$ cat config.mk
export PLATFORM = sky130hd
export DESIGN_NAME = reg_file_burst_reader
export DESIGN_NICKNAME = d
export VERILOG_FILES = /design/src/rtl/reg_file_burst_reader_pkg.sv /design/src/rtl/reg_file_burst_reader.sv
export SDC_FILE = /design/constraint.sdc
export NUM_CORES = 1
export LEC_CHECK = 0
export BUFFER_PORTS_ARGS = -buffer_cell sky130_fd_sc_hd__buf_4
export CORE_ASPECT_RATIO = 1.5
export CORE_MARGIN = 3
export CORE_UTILIZATION = 35
export CTS_CLUSTER_SIZE = 12
export DETAILED_ROUTE_END_ITERATION = 12
export HOLD_SLACK_MARGIN = 0.03
export PLACE_DENSITY_LB_ADDON = 0.15
export SLEW_MARGIN = 40
export SYNTH_ARGS = -nofsm -noshare
export SYNTH_HDL_FRONTEND = slang
export SYNTH_SLANG_ARGS = --single-unit
$ cat constraint.sdc
create_clock -name clk -period 2.3 [get_ports clk]
set_clock_uncertainty 0.15 [all_clocks]
set_input_delay 0.115 -clock clk [delete_from_list [all_inputs] [get_ports clk]]
set_output_delay 0.115 -clock clk [all_outputs]
set_load 0.005 [all_outputs]
$ cat src/rtl/reg_file_burst_reader_pkg.sv
// Shared definitions for the register-file burst reader: FSM state encoding
// and the rule for sizing the word-count port and counter.
package reg_file_burst_reader_pkg;

    typedef enum logic [1:0] {
        ST_IDLE   = 2'd0,
        ST_LOAD   = 2'd1,
        ST_STREAM = 2'd2
    } state_e;

    // One extra bit so a full-depth burst (2**ADDR_WIDTH words) is representable.
    function automatic int len_width(input int addr_width);
        return addr_width + 1;
    endfunction

endpackage

$ cat src/rtl/reg_file_burst_reader.sv
// Walks a block of consecutive register-file addresses and streams the words
// out on a valid/ready interface, flagging the last word and pulsing done.
//
// state     | meaning
// ----------+-------------------------------------------------------------
// ST_IDLE   | waiting for start; zero-length request only pulses done
// ST_LOAD   | rd_addr points at first word; capture it into the output reg
// ST_STREAM | word presented; each handshake loads the next or finishes
module reg_file_burst_reader
    import reg_file_burst_reader_pkg::*;
#(
    parameter int ADDR_WIDTH = 7,
    parameter int DATA_WIDTH = 8,
    localparam int LEN_WIDTH = len_width(ADDR_WIDTH)
) (
    input  logic                  clk,
    input  logic                  rst_n,
    input  logic                  start,
    input  logic [ADDR_WIDTH-1:0] base_addr,
    input  logic [LEN_WIDTH-1:0]  length,
    output logic [ADDR_WIDTH-1:0] rd_addr,
    input  logic [DATA_WIDTH-1:0] rd_data,
    output logic                  m_valid,
    input  logic                  m_ready,
    output logic [DATA_WIDTH-1:0] m_data,
    output logic                  m_last,
    output logic                  busy,
    output logic                  done
);

    state_e                  r_state;
    logic [ADDR_WIDTH-1:0]   r_ptr;
    logic [LEN_WIDTH-1:0]    r_remaining;
    logic [DATA_WIDTH-1:0]   r_m_data;
    logic                    r_m_valid;
    logic                    r_m_last;
    logic                    r_done;

    state_e                  w_state_nxt;
    logic [ADDR_WIDTH-1:0]   w_ptr_nxt;
    logic [LEN_WIDTH-1:0]    w_remaining_nxt;
    logic [DATA_WIDTH-1:0]   w_m_data_nxt;
    logic                    w_m_valid_nxt;
    logic                    w_m_last_nxt;
    logic                    w_done_nxt;
    logic                    w_load;

    always_comb begin
        w_state_nxt     = r_state;
        w_ptr_nxt       = r_ptr;
        w_remaining_nxt = r_remaining;
        w_m_data_nxt    = r_m_data;
        w_m_valid_nxt   = r_m_valid;
        w_m_last_nxt    = r_m_last;
        w_done_nxt      = 1'b0;
        w_load          = 1'b0;

        case (r_state)
            ST_IDLE: begin
                if (start) begin
                    if (length != '0) begin
                        w_ptr_nxt       = base_addr;
                        w_remaining_nxt = length;
                        w_state_nxt     = ST_LOAD;
                    end else begin
                        w_done_nxt = 1'b1;
                    end
                end
            end
            ST_LOAD: begin
                w_load      = 1'b1;
                w_state_nxt = ST_STREAM;
            end
            ST_STREAM: begin
                if (r_m_valid && m_ready) begin
                    if (r_m_last) begin
                        w_m_valid_nxt = 1'b0;
                        w_m_last_nxt  = 1'b0;
                        w_done_nxt    = 1'b1;
                        w_state_nxt   = ST_IDLE;
                    end else begin
                        w_load = 1'b1;
                    end
                end
            end
            default: w_state_nxt = ST_IDLE;
        endcase

        // ptr already points at the next word, so the async read is ready to capture.
        if (w_load) begin
            w_m_data_nxt    = rd_data;
            w_m_valid_nxt   = 1'b1;
            w_m_last_nxt    = (r_remaining == LEN_WIDTH'(1));
            w_ptr_nxt       = r_ptr + ADDR_WIDTH'(1);
            w_remaining_nxt = r_remaining - LEN_WIDTH'(1);
        end
    end

    always_ff @(posedge clk or negedge rst_n) begin
        if (!rst_n) begin
            r_state     <= ST_IDLE;
            r_ptr       <= '0;
            r_remaining <= '0;
            r_m_data    <= '0;
            r_m_valid   <= 1'b0;
            r_m_last    <= 1'b0;
            r_done      <= 1'b0;
        end else begin
            r_state     <= w_state_nxt;
            r_ptr       <= w_ptr_nxt;
            r_remaining <= w_remaining_nxt;
            r_m_data    <= w_m_data_nxt;
            r_m_valid   <= w_m_valid_nxt;
            r_m_last    <= w_m_last_nxt;
            r_done      <= w_done_nxt;
        end
    end

    assign rd_addr = r_ptr;
    assign m_data  = r_m_data;
    assign m_valid = r_m_valid;
    assign m_last  = r_m_last;
    assign done    = r_done;
    assign busy    = (r_state != ST_IDLE);

endmodule

### After elaboration in Yosys (flattened, before gate mapping)

Cells that the tools add are included.
Widths: inputs -> output; s select.

| word-level totals | value |
|---|---|
| register bits | 28 |
| bits of input ports | 27 |
| output and inout bits | 19 |
| logic and storage cells | 58 |

| operators by class | value |
|---|---|
| add/subtract/negate cells | 2 |
| equal/unequal tests | 7 |
| mux-type cells | 28 |
| reductions and logical operators | 14 |

Operators by type and width:

| cell | count |
|---|---|
| $mux 8 | 4 |
| $mux 7 | 4 |
| $reduce_bool 2->1 | 7 |
| $mux 1 | 13 |
| $eq 8x1->1 const B | 1 |
| $mux 2 | 4 |
| $ne 2x2->1 const B | 4 |
| $reduce_bool 8->1 | 1 |
| $sub 8x1->8 const B | 1 |
| $add 7x1->7 const B | 1 |
| $pmux 2 s3 | 1 |
| $reduce_and 3->1 | 2 |
| $pmux 1 s2 | 2 |
| $reduce_and 4->1 | 1 |
| $eq 2x1->1 const B | 1 |
| $eq 2x2->1 const B | 1 |
| $logic_not 2->1 | 1 |
| $reduce_and 2->1 | 1 |
| $logic_and 1x1->1 | 1 |

### Depth between registers and ports, before layout

| logic depth | value |
|---|---|
| depth in word-level cells | 5 |
| depth in mapped cells | 10 |
| gate-level depth less buffers | 6 |

### Worst setup path after synthesis

OpenSTA, ideal clock, no wires.

| path | value |
|---|---|
| path kind | register to register |
| start point | register r_state[0] |
| end point | register r_ptr[2] (netlist: rd_addr[2]) |
| library setup time | 0.123 ns |
| arrival time | 1.757 ns |
| required time | 2.027 ns |
| path slack | 0.270 ns |
| cell stages (with the launch flop) | 8 |
| path buffers | 1 |
| clock period less this slack | 2.030 ns |
| cell sequence | dfrtp_1 inv_1 ha_1 and4b_1 buf_6 o21ai_2 mux2_2 o221a_2 |

| on the way | value |
|---|---|
| longest elaborated chain between the ends | 4 |
| elaborated cells on any way between the ends | 9 |

Ends and longest elaborated chain:

| what | RTL line | source |
|---|---|---|
| start: declaration | reg_file_burst_reader.sv:31 | `state_e r_state;` |
| start signal: assignment | reg_file_burst_reader.sv:109 | `r_state <= w_state_nxt;` |
| $eq 2x2->1 or $eq 2x1->1 (tied branches) | reg_file_burst_reader.sv:58 | `case (r_state)` |
| $pmux 1 s2 | reg_file_burst_reader.sv:58 |  |
| $reduce_bool 2->1 (no line) | -- |  |
| $reduce_and 3->1 (no line) | -- |  |
| end signal: assignment | reg_file_burst_reader.sv:110 | `r_ptr <= w_ptr_nxt;` |
| end: declaration | reg_file_burst_reader.sv:32 | `logic [ADDR_WIDTH-1:0] r_ptr;` |

Parallel ways exist; a longest one is shown, timed or not.
A chain may end at the register's enable or synchronous reset.

### Final worst setup path

| path | value |
|---|---|
| start point | register r_state[0] |
| end point | register r_remaining[2] |

| on the way | value |
|---|---|
| longest elaborated chain between the ends | 4 |
| elaborated cells on any way between the ends | 9 |

Ends and longest elaborated chain:

| what | RTL line | source |
|---|---|---|
| $eq 2x2->1 or $eq 2x1->1 (tied branches) | reg_file_burst_reader.sv:58 |  |
| $pmux 1 s2 | reg_file_burst_reader.sv:58 |  |
| $reduce_bool 2->1 (no line) | -- |  |
| $reduce_and 3->1 (no line) | -- |  |
| end signal: assignment | reg_file_burst_reader.sv:111 | `r_remaining <= w_remaining_nxt;` |
| end: declaration | reg_file_burst_reader.sv:33 | `logic [LEN_WIDTH-1:0] r_remaining;` |

Parallel ways exist; a longest one is shown, timed or not.

==> impl_metrics.ini <==
[hold_path]
hold_class = input pin to flop
worst_hold_path.num_cells = 3

[final_layout]
ff_latch_area_sq_um = 700.7
num-fill-cells = 394
multi_input_area_sq_um = 775.7
fin_area_sq_um = 2232
area_delta_synth_final_pct = 42.72
fin_nets = 265
drive_gt1_share_pct = 28.70
diodes = 0
final_util_pct = 52.13

[die]
dieArea_sq_um = 5323
std_cell_rows = 29
die_y_microns = 87.87
core_area_sq_um = 4282
num_io_pins = 46
initial_core_util_pct = 36.53
die_x_microns = 60.58

[route]
route.vias.total = 1516
wire_per_inst_microns = 15.76
drt_wl_total_mm = 4.350
initialDrtViolationCount = 52
drt_pass1_iterations = 4
drc = 0
viasPerCell = 5.493
ant_nets = 0

[worst_setup_path]
timing.critical_path.buf_inv = 2
crit_family = compound AO/OA/AOI/OAI gates
max_stage_delay_ns = 0.39
path_max_fanout = 8
critPathCaptureType = flop
start_kind = flop
slowest_stage = dfrtp_1
cp.depth = 7
crit_required_ns = 2.32
crit_chain = inv_1 -> ha_1 -> and4b_2 -> o21ai_2 -> buf_4 -> mux2i_1 -> a221o_1
crit_arrival_ns = 2.19
worstSetupPathType = flop to flop
reg2reg_depth = 7

[place]
post_dp_cell_area_sq_um = 1948
dpl.hpwl_mm = 3.099
place.gp.congestion = 0.7863
io_buffers = 45

[pwr]
irDropWorstVdd_uv = 478.9
leakagePower_nw = 1.054
p_per_area_nw_per_um2 = 1133

[sta]
post-route-min-period_ns = 2.172
fmax_mhz = 460.5
fin_setup_tns_ns = 0
worst_pin_slew_ns = 0.4904
relSlewSlack_pct = 67.04
finalHoldViolCount = 0
rsz0062_at_grt = no
slew_violations = 0
finalCritPeriodShare_pct = 94.42
setup_violations = 0

[synthesis]
synthesis.nets = 193
yosysMostFrequentCell = nand2_1
syn_area_sq_um = 1564
synth_cell_types = 41
yosys_register_bits = 28
synth.top_cell.area_share_pct = 44.80
netlist_top_cells_area = dfrtp_1 (45%), nand2_1 (7.9%), ha_1 (4.8%)
synth_edf_count = 0
synth_top_flop_cell = dfrtp_1
synth_commonest_cells = nand2_1 (33), dfrtp_1 (28), inv_1 (9), nor2_1 (9)
seq_area_frac_synth_pct = 44.80
avgSynthCellArea_sq_um = 9.775
syn_inst = 160
yosys.area.top_type = dfrtp_1
synth_warnings = 0
async_flop_share_pct = 100.0

[global_route]
grt_pass1_wl_mm = 7.148
grt_pass1_vias = 1537
grt_overflow = 0
grt_use_total_pct = 17.62
grt_max_degree = 29
grt_antenna_before_repair = 0

[clock_network]
clk_pin_slew_ns = 0.10
cts.htree.levels = 1
cts_tree = yes
clockBufferDepth = 2
root_buffer = clkbuf_8
numCtsBuffers = 3
clk_latency_ns = 0.28
cts_sinks = 28

[flow_run]
drv_cap = 0

[outcome]
status = complete, no violations
==> state kept, by name, indices dropped and copies added, names as in the netlist <==
name and flops:
done 1, m_last 1, r_remaining 8, r_state 2, m_valid 1, m_data 8, rd_addr 7
==> path summary, 6_finish.rpt <==
kind / from / endpoint / slack (ns)
max reg2reg: r_state[0]$_DFFE_PN0P_ / r_remaining[2]$_DFFE_PN0P_ / 0.13
min reg2reg: m_data[5]$_DFFE_PN0P_ / m_data[5]$_DFFE_PN0P_ / 0.33
max in group asynchronous: rst_n / rd_addr[5]$_DFFE_PN0P_ / 1.59
min in group asynchronous: rst_n / m_last$_DFFE_PN0P_ / 0.13
max: r_state[0]$_DFFE_PN0P_ / r_remaining[2]$_DFFE_PN0P_ / 0.13
min: start / done$_DFF_PN0_ / 0.04
==> power by group <==
| part | leakage (nW) | total, mW | switching, mW | internal [mW] |
|---|---|---|---|---|
| sequential | 0.338 | 0.918 | 0.206 | 0.712 |
| combinational | 0.695 | 1.33 | 0.657 | 0.676 |
| clock | 0.0216 | 0.276 | 0.158 | 0.118 |
==> timing repair <==
item                                   4_1_cts  5_1_grt
gates resized for setup                      0        2
hold buffers                                24        0
buffers inserted                             0        0
endpoints found under the hold margin       50        0
setup endpoints to repair                    0        4
==> routing by layer <==
metal	vias to the layer above	routed length, microns	GRT usage (%)
li1	724	-	-
met1	725	1674	21.03
met2	56	2378	30.96
met3	11	193	2.802
met4	0	104	6.509
met5	-	0	0
==> cell usage in the layout, fill, tap and decap left out, types with 2 or more instances in the layout <==
| cell type | count |
|---|---|
| mux2i_1 | 4 |
| nor3_1 | 5 |
| mux2_2 | 2 |
| inv_1 | 9 |
| nor2_1 | 9 |
| and2_1 | 2 |
| nand2_1 | 33 |
| o2111ai_1 | 2 |
| a221o_1 | 6 |
| dlygate4sd3_1 | 24 |
| nor4_2 | 2 |
| a31oi_1 | 4 |
| nor3b_1 | 4 |
| dfrtp_1 | 28 |
| o221a_1 | 2 |
| a211oi_1 | 3 |
| a21oi_1 | 3 |
| o32ai_1 | 2 |
| nand3_1 | 5 |
| o211ai_1 | 3 |
| nand4_1 | 2 |
| clkbuf_8 | 3 |
| buf_4 | 51 |
| ha_1 | 6 |
==> worst reg2reg max path, stage by stage, from the launching register on <==
cell and delay, ns:
dfrtp_1 0.39, inv_1 0.07, ha_1 0.24, and4b_2 0.31, o21ai_2 0.29, buf_4 0.24, mux2i_1 0.09, a221o_1 0.30
==> through the flow <==
stage | std cells | total power, mW | setup WS [ns] | hold WS, ns
2_1_floorplan | 160 | 1.725 | 0.2702 | -0.3306
3_3_place_gp | 249 | 2.186 | 0.1508 | -0.08895
3_5_place_dp | 249 | 2.228 | 0.01814 | -0.08394
4_1_cts | 276 | 2.538 | 0.007168 | 0.03329
5_1_grt | 276 | 2.740 | 0.03180 | 0.07750
6_report | 276 | 2.528 | 0.1284 | 0.04149
==> layout make-up <==
class                   instances  area share, %
well taps                      46          2.578
multi-input cells             115          34.75
repair buffers                 75          27.91
flip-flops and latches         28          31.39
inverters                       9          1.513
clock buffers                   3          1.850
==> cell families (layout without fill, tap and decap cells) <==
group / after synthesis / in the layout / synth area share (%)
DFF: 28 / 28 / 44.80
and+or+nand+nor: 68 / 68 / 21.76
AOI/OAI and AO/OA: 34 / 34 / 17.92
buffers and inverters: 17 / 87 / 5.759
adders and majority gates: 6 / 6 / 4.800
muxes: 7 / 7 / 4.960
Power figures use the tool's default switching activity.
